===== config.mk =====
export PLATFORM = sky130hd
export DESIGN_NAME = imem_arbiter
export DESIGN_NICKNAME = d
export VERILOG_FILES = /design/src/rtl/imem_arbiter_pkg.sv /design/src/rtl/imem_arbiter.sv
export SDC_FILE = /design/constraint.sdc
export NUM_CORES = 1
export LEC_CHECK = 0
export ABC_AREA = 1
export BUFFER_PORTS_ARGS = -buffer_cell sky130_fd_sc_hd__buf_4
export CORE_AREA = 2 2 91 93
export DETAILED_ROUTE_END_ITERATION = 16
export DIE_AREA = 0 0 93 95
export PLACE_DENSITY_LB_ADDON = 0.25
export SETUP_SLACK_MARGIN = 0.5
export SLEW_MARGIN = 40
export SYNTH_ARGS = -nofsm -noshare
export SYNTH_HDL_FRONTEND = slang
export SYNTH_SLANG_ARGS = --single-unit

===== constraint.sdc =====
create_clock -name clk -period 1.9 [get_ports clk]
set_input_delay 0.19 -clock clk [delete_from_list [all_inputs] [get_ports clk]]
set_output_delay 0.19 -clock clk [all_outputs]
set_load 0.005 [all_outputs]

===== src/rtl/imem_arbiter_pkg.sv =====
`default_nettype none
// ============================================================================
// Module   : imem_arbiter_pkg
// Purpose  : Shared processor package. Holds the default word and address
//            widths used by the single-cycle core and the instruction-memory
//            arbiter state encoding.
// Contents : DEF_DATA_WIDTH, DEF_ADDR_WIDTH, DEF_MAX_WAIT, arb_state_e
// Revision : 1.0 - initial release
// ============================================================================
package imem_arbiter_pkg;

  localparam int DEF_DATA_WIDTH = 32;
  localparam int DEF_ADDR_WIDTH = 32;
  localparam int DEF_MAX_WAIT   = 4;

  // FETCH_PRI : fetch port has priority, loader wins only after starving.
  // LOAD_LOCK : loader owns the memory for a locked burst.
  typedef enum logic [0:0] {
    FETCH_PRI = 1'b0,
    LOAD_LOCK = 1'b1
  } arb_state_e;

endpackage : imem_arbiter_pkg
`default_nettype wire


===== src/rtl/imem_arbiter.sv =====
`default_nettype none
// ============================================================================
// Module   : imem_arbiter
// Purpose  : Arbitrates a single-ported synchronous instruction memory between
//            the core fetch port (read) and a program loader (write).
//            Fetch has priority; a starving loader is forced through after
//            MAX_WAIT denied cycles, and a locked loader burst excludes fetch.
// Ports    : clk, rst_n            clock, asynchronous active-low reset
//            f_req/f_addr          fetch request and byte address
//            f_gnt/f_rvalid/f_rdata fetch grant, 1-cycle read response
//            l_req/l_lock/l_addr/l_wdata  loader write request, burst lock
//            l_gnt                 loader grant
//            mem_en/mem_we/mem_addr/mem_wdata/mem_rdata  memory port
// Revision : 1.0 - initial release
// ============================================================================
module imem_arbiter
  import imem_arbiter_pkg::*;
#(
  parameter int DATA_WIDTH = DEF_DATA_WIDTH,
  parameter int ADDR_WIDTH = DEF_ADDR_WIDTH,
  parameter int MAX_WAIT   = DEF_MAX_WAIT
) (
  input  logic                  clk,
  input  logic                  rst_n,
  input  logic                  f_req,
  input  logic [ADDR_WIDTH-1:0] f_addr,
  output logic                  f_gnt,
  output logic                  f_rvalid,
  output logic [DATA_WIDTH-1:0] f_rdata,
  input  logic                  l_req,
  input  logic                  l_lock,
  input  logic [ADDR_WIDTH-1:0] l_addr,
  input  logic [DATA_WIDTH-1:0] l_wdata,
  output logic                  l_gnt,
  output logic                  mem_en,
  output logic                  mem_we,
  output logic [ADDR_WIDTH-3:0] mem_addr,
  output logic [DATA_WIDTH-1:0] mem_wdata,
  input  logic [DATA_WIDTH-1:0] mem_rdata
);

  localparam int WAIT_W = (MAX_WAIT < 1) ? 1 : $clog2(MAX_WAIT + 1);
  localparam logic [WAIT_W-1:0] MAX_WAIT_C = WAIT_W'(MAX_WAIT);

  arb_state_e              state_q,      state_d;
  logic [WAIT_W-1:0]       wait_cnt_q,   wait_cnt_d;
  logic                    f_rvalid_q,   f_rvalid_d;
  logic [DATA_WIDTH-1:0]   rdata_hold_q, rdata_hold_d;
  logic                    lock_active;

  // Byte-offset bits of both addresses are intentionally ignored.
  logic unused_addr_lsbs;
  assign unused_addr_lsbs = ^{f_addr[1:0], l_addr[1:0]};

  always_comb begin
    f_gnt = 1'b0;
    l_gnt = 1'b0;

    // A locked burst only continues while l_lock stays high; the first cycle
    // it drops is already arbitrated with fetch priority.
    lock_active = (state_q == LOAD_LOCK) && l_lock;

    // Grants are forced low while reset is asserted, even though they are
    // otherwise purely combinational from the requests.
    if (rst_n) begin
      if (lock_active) begin
        l_gnt = l_req;
      end else if (f_req && l_req) begin
        if (wait_cnt_q == MAX_WAIT_C) begin
          l_gnt = 1'b1;
        end else begin
          f_gnt = 1'b1;
        end
      end else begin
        f_gnt = f_req;
        l_gnt = l_req;
      end
    end

    if (lock_active || (l_gnt && l_lock)) begin
      state_d = LOAD_LOCK;
    end else begin
      state_d = FETCH_PRI;
    end

    if (l_gnt || !l_req) begin
      wait_cnt_d = '0;
    end else if (wait_cnt_q != MAX_WAIT_C) begin
      wait_cnt_d = wait_cnt_q + 1'b1;
    end else begin
      wait_cnt_d = wait_cnt_q;
    end

    f_rvalid_d   = f_gnt;
    // Capture the returned word so f_rdata holds it once f_rvalid drops.
    rdata_hold_d = f_rvalid_q ? mem_rdata : rdata_hold_q;
  end

  always_ff @(posedge clk or negedge rst_n) begin
    if (!rst_n) begin
      state_q      <= FETCH_PRI;
      wait_cnt_q   <= '0;
      f_rvalid_q   <= 1'b0;
      rdata_hold_q <= '0;
    end else begin
      state_q      <= state_d;
      wait_cnt_q   <= wait_cnt_d;
      f_rvalid_q   <= f_rvalid_d;
      rdata_hold_q <= rdata_hold_d;
    end
  end

  assign f_rvalid  = f_rvalid_q;
  // The memory read is synchronous, so the word is on mem_rdata in the
  // response cycle itself; outside it the captured copy is shown.
  assign f_rdata   = f_rvalid_q ? mem_rdata : rdata_hold_q;

  assign mem_en    = f_gnt | l_gnt;
  assign mem_we    = l_gnt;
  assign mem_addr  = l_gnt ? l_addr[ADDR_WIDTH-1:2] :
                     f_gnt ? f_addr[ADDR_WIDTH-1:2] : '0;
  assign mem_wdata = l_gnt ? l_wdata : '0;

endmodule : imem_arbiter
`default_nettype wire


Word level (Yosys, flattened, before mapping)
Cells that the tools add are included.

Output and inout port bits: 99. Flip-flop bits (word level): 37.

$add $sub $neg: 1. Eq/ne operators: 2. Bitwise logic cells: 1. Muxes and demuxes: 15. Reduce and logical (&&, ||, !) cells: 7.

Operator list (count): $mux W32 (2); $mux W30 (2); $mux W1 (9); $mux W3 (2); $add A3 B1 Y3 const B (1); $eq A3 B3 Y1 const B (1); $logic_and A1 B1 Y1 (3); $ne A3 B3 Y1 const B (1); $logic_or A1 B1 Y1 (2); $reduce_bool A2 Y1 (1); $logic_not A1 Y1 (1); $or A1 B1 Y1 (1).

Longest topological paths before layout
Word-level depth: 8. Depth in mapped cells: 8. Gate-level depth less buffers: 7.

Least setup slack after synthesis
OpenSTA, ideal clock, no wires.

Kind: reg2out. Start point: register wait_cnt_q[0]. End point: output port mem_we. Arrival time: 1.262 ns. Slack: 0.448 ns. Stages on the path, launching flop included: 9. Path through: dfrtp_1 -> inv_1 -> ha_1 -> nand2_2 -> nand3_4 -> nand2_4 -> buf_8 -> inv_1 -> buf_4.

Longest elaborated chain between the ends: 5.

Ends and longest elaborated chain: start, declared (line imem_arbiter.sv:46) `logic [WAIT_W-1:0] wait_cnt_q, wait_cnt_d;`; start signal, assigned (line imem_arbiter.sv:107) `wait_cnt_q <= wait_cnt_d;`; $eq A3 B3 Y1 (line imem_arbiter.sv:69) `if (wait_cnt_q == MAX_WAIT_C) begin`; $mux W1 (line imem_arbiter.sv:69); $mux W1 (line imem_arbiter.sv:68) `end else if (f_req && l_req) begin`; $mux W1 (line imem_arbiter.sv:66) `if (lock_active) begin`; $mux W1 (line imem_arbiter.sv:65) `if (rst_n) begin`; end, declared (line imem_arbiter.sv:36) `output logic mem_we,`.

No other way between the ends.

Worst setup path after layout
Start point: register wait_cnt_q[1]. End point: output port mem_addr[22].

Longest elaborated chain between the ends: 7.

Ends and longest elaborated chain: $eq A3 B3 Y1 * (line imem_arbiter.sv:69); $mux W1 (line imem_arbiter.sv:69); $mux W1 (line imem_arbiter.sv:68); $mux W1 (line imem_arbiter.sv:66); $mux W1 (line imem_arbiter.sv:65); $mux W30 (line imem_arbiter.sv:121) `f_gnt ? f_addr[ADDR_WIDTH-1:2] : '0;`; $mux W30 * (line imem_arbiter.sv:120) `assign mem_addr = l_gnt ? l_addr[ADDR_WIDTH-1:2] :`; end, declared (line imem_arbiter.sv:37) `output logic [ADDR_WIDTH-3:0] mem_addr,`.

Mark *: on every way between the ends. The rest lies on a longest branch, timed or not.

==> impl_metrics.tcl <==
set metrics [dict create \
    run_status "finished clean" \
    critical_path_required_ps 1710 \
    synthToLayoutAreaGrowth_pct 123 \
    cts.reportedPaths.clkPinSlew_ps 60 \
    antenna_found_initial 0 \
    htree_depth 2 \
    nets 662 \
    fp.dieH_um 95 \
    drc_errors 0 \
    final-setup-viol-count 0 \
    tightestPinTransition_ps 463 \
    max-slew-margin-rel_pct 69.1 \
    drt_pre_antenna_iters 6 \
    fmax_ghz 0.563 \
    timing_max_transition_violations_final 0 \
    grt_first_pass_wirelength_mm 12.2 \
    total_routing_usage_reported_by_global_routing_pct 17.6 \
    synth_seq_area_share_pct 41.4 \
    cts_sinks 37 \
    layout-drive-gt1-share_pct 65.6 \
    skew_ps 5.32 \
    yosysUniqueCellTypes 22 \
    synth.net_count 406 \
    end_kind "primary output" \
    leakagePower_nw 2.77 \
    layout_common_cells "buf_4 (199), nand2_1 (61), buf_6 (52), dfrtp_1 (37), inv_1 (35)" \
    leading_cell_type_in_the_layout_fill_and_taps_excluded "buf_4" \
    cts_max_path_buffers 2 \
    setup-tns-final_ps 0 \
    drv_cap 0 \
    post_synth_inst_count 271 \
    core_area_um2 7930 \
    groute.layer.met3.usage_pct 2.63 \
    power.ir.vdd_worst_mv 0.303 \
    n_antenna_cell 0 \
    groute.layer.met1.usage_pct 21.4 \
    initialDrtViolationCount 41 \
    setup.worst_path.class "reg2out" \
    cts_tree "built" \
    routed_wirelength_mm 8.90 \
    power_per_cell_area_nw_per_um2 558 \
    buffer_ports.inserted 227 \
    globalRouteOverflowTotal 0 \
    io_pins 232 \
    synth.ff_latch_count 37 \
    vias 2738 \
    hold_path_class "in2reg" \
    grt.met2_usage_pct 33.1 \
    drt-wirelength-per-cell_um 14.1 \
    rsz0062_at_grt "true" \
    finalWeightedCongestion 0.771 \
    avgSynthCellArea_um2 8.26 \
    grt_pass1_vias 2458 \
    timing.critical_path.fanout_max 8 \
    row_count 33 \
    worst-endpoint-arrival_ps 1590 \
    synthesis.area_um2 2240 \
    timing.final.crit_period_ps 1780 \
    via_to_cell_ratio 4.34 \
    global_route_layer_with_the_greatest_usage "met2" \
    cts-root-buf "clkbuf_8" \
    grt_start_max_net_pins 38 \
    die_w_um 93 \
    drtAntennaViolNets 0 \
    finalCritPeriodShare_pct 93.4 \
    place.detailed.hpwl_mm 5.99 \
    start_util_pct 28.2 \
    cts_made_buffers 5 \
    final_critical_path_setup_slack_ps 125 \
    place_worst_setup_slack_ps 225 \
    final_hold_viol_count 0 \
    start_kind "register" \
    worst_skew_pair.late_latency_ps 280 \
    fp.dieArea_um2 8840 \
    yosysWarnings 0 \
]
## synth_stat cells
master | n | share of area, %
o21ai_0 | 2 | 0.45
nand3_1 | 34 | 7.6
buf_8 | 1 | 0.67
dfrtp_1 | 37 | 41
mux2_1 | 2 | 1.0
nor2_1 | 16 | 2.7
ha_1 | 2 | 1.1
nand3_4 | 1 | 0.78
nor2_2 | 18 | 5.0
clkbuf_2 | 1 | 0.22
buf_4 | 4 | 1.3
inv_1 | 37 | 6.2
clkinv_1 | 1 | 0.17
nand2_1 | 68 | 11
nand3b_1 | 1 | 0.34
nand2_4 | 1 | 0.50
buf_6 | 2 | 1.0
inv_2 | 2 | 0.34
nand2_2 | 1 | 0.28
buf_2 | 9 | 2.0
mux2_2 | 30 | 15
xor2_1 | 1 | 0.39
## per-layer routing
metal / share of wire, % / wire [um]
met4: 0.46 / 41
met2: 57 / 5110
met5: 0 / 0
met1: 37 / 3250
met3: 5.5 / 493
## area by class of cell
type / instances / area, um2
multi-input cells: 177 / 1320
repair buffers: 264 / 2360
clock inverters: 1 / 5.00
clock buffers: 5 / 68.8
flip-flops and latches: 37 / 926
well taps: 105 / 131
fillers: 685 / 2930
repair inverters: 2 / 27.5
inverters: 40 / 158
## path summary, 6_finish.rpt
check	from	endpoint	slack, ps	cells after the start
worst max-delay path	wait_cnt_q[1]	mem_addr[22]	120	9
worst min-delay path	l_lock	state_q	150	3
worst max register to register	f_rvalid	rdata_hold_q[1]	440	6
worst min register to register	rdata_hold_q[24]	rdata_hold_q[24]	500	1
max in group asynchronous	rst_n	rdata_hold_q[8]	1050	3
min in group asynchronous	rst_n	rdata_hold_q[20]	520	3
## registers in the layout, summed over array words and instances (netlist names)
register	cells
f_rvalid	1
rdata_hold_q	32
state_q	1
wait_cnt_q	3
## where the power goes
part           total, mW  internal, mW  switching (mW)
Sequential         0.959         0.918          0.0408
Clock              0.486         0.241           0.245
Combinational       1.35         0.868           0.479
## stage by stage
step	util (%)	power (mW)	cells	cell area, um2	hold WS [ps]
after global placement	51.1	1.88	593	4050	293
after CTS	58.4	2.65	617	4630	140
final	63.1	2.79	631	5000	152
after detailed placement	51.1	1.90	593	4050	289
after global routing	63.1	2.97	631	5000	142
after floorplan	-	1.31	271	2240	-106
## kinds of logic (layout without fill, tap and decap cells)
logic type	after synthesis	after routing	share of synthesized area [%]
AO/OA/AOI/OAI	2	2	0.447
adder cells (fa/ha/maj)	2	2	1.12
XOR/XNOR	1	1	0.391
multiplexers	32	32	16.1
AND/OR/NAND/NOR	140	140	28.6
buffers and inverters	57	312	12.0
flip-flops	37	37	41.4
## worst max-delay path, cell delays in order (launching register included)
cell      delay, ps
dfrtp_1         390
inv_2            80
ha_4            170
nand3_4          80
nand3_4         120
buf_8           150
clkinv_8         70
nand2_1          70
nand2_1          50
buf_4           130
## what timing repair did
action / 4_1_cts / 5_1_grt
setup endpoints to repair: 98 / 98
gates cloned: 5 / 3
resized for setup: 78 / 60
hold endpoints to repair: 37 / 0
pin swaps: 4 / 4
buffers inserted: 12 / 11
hold buffers: 1 / 0
No activity file was read; power rests on OpenSTA's default activity.
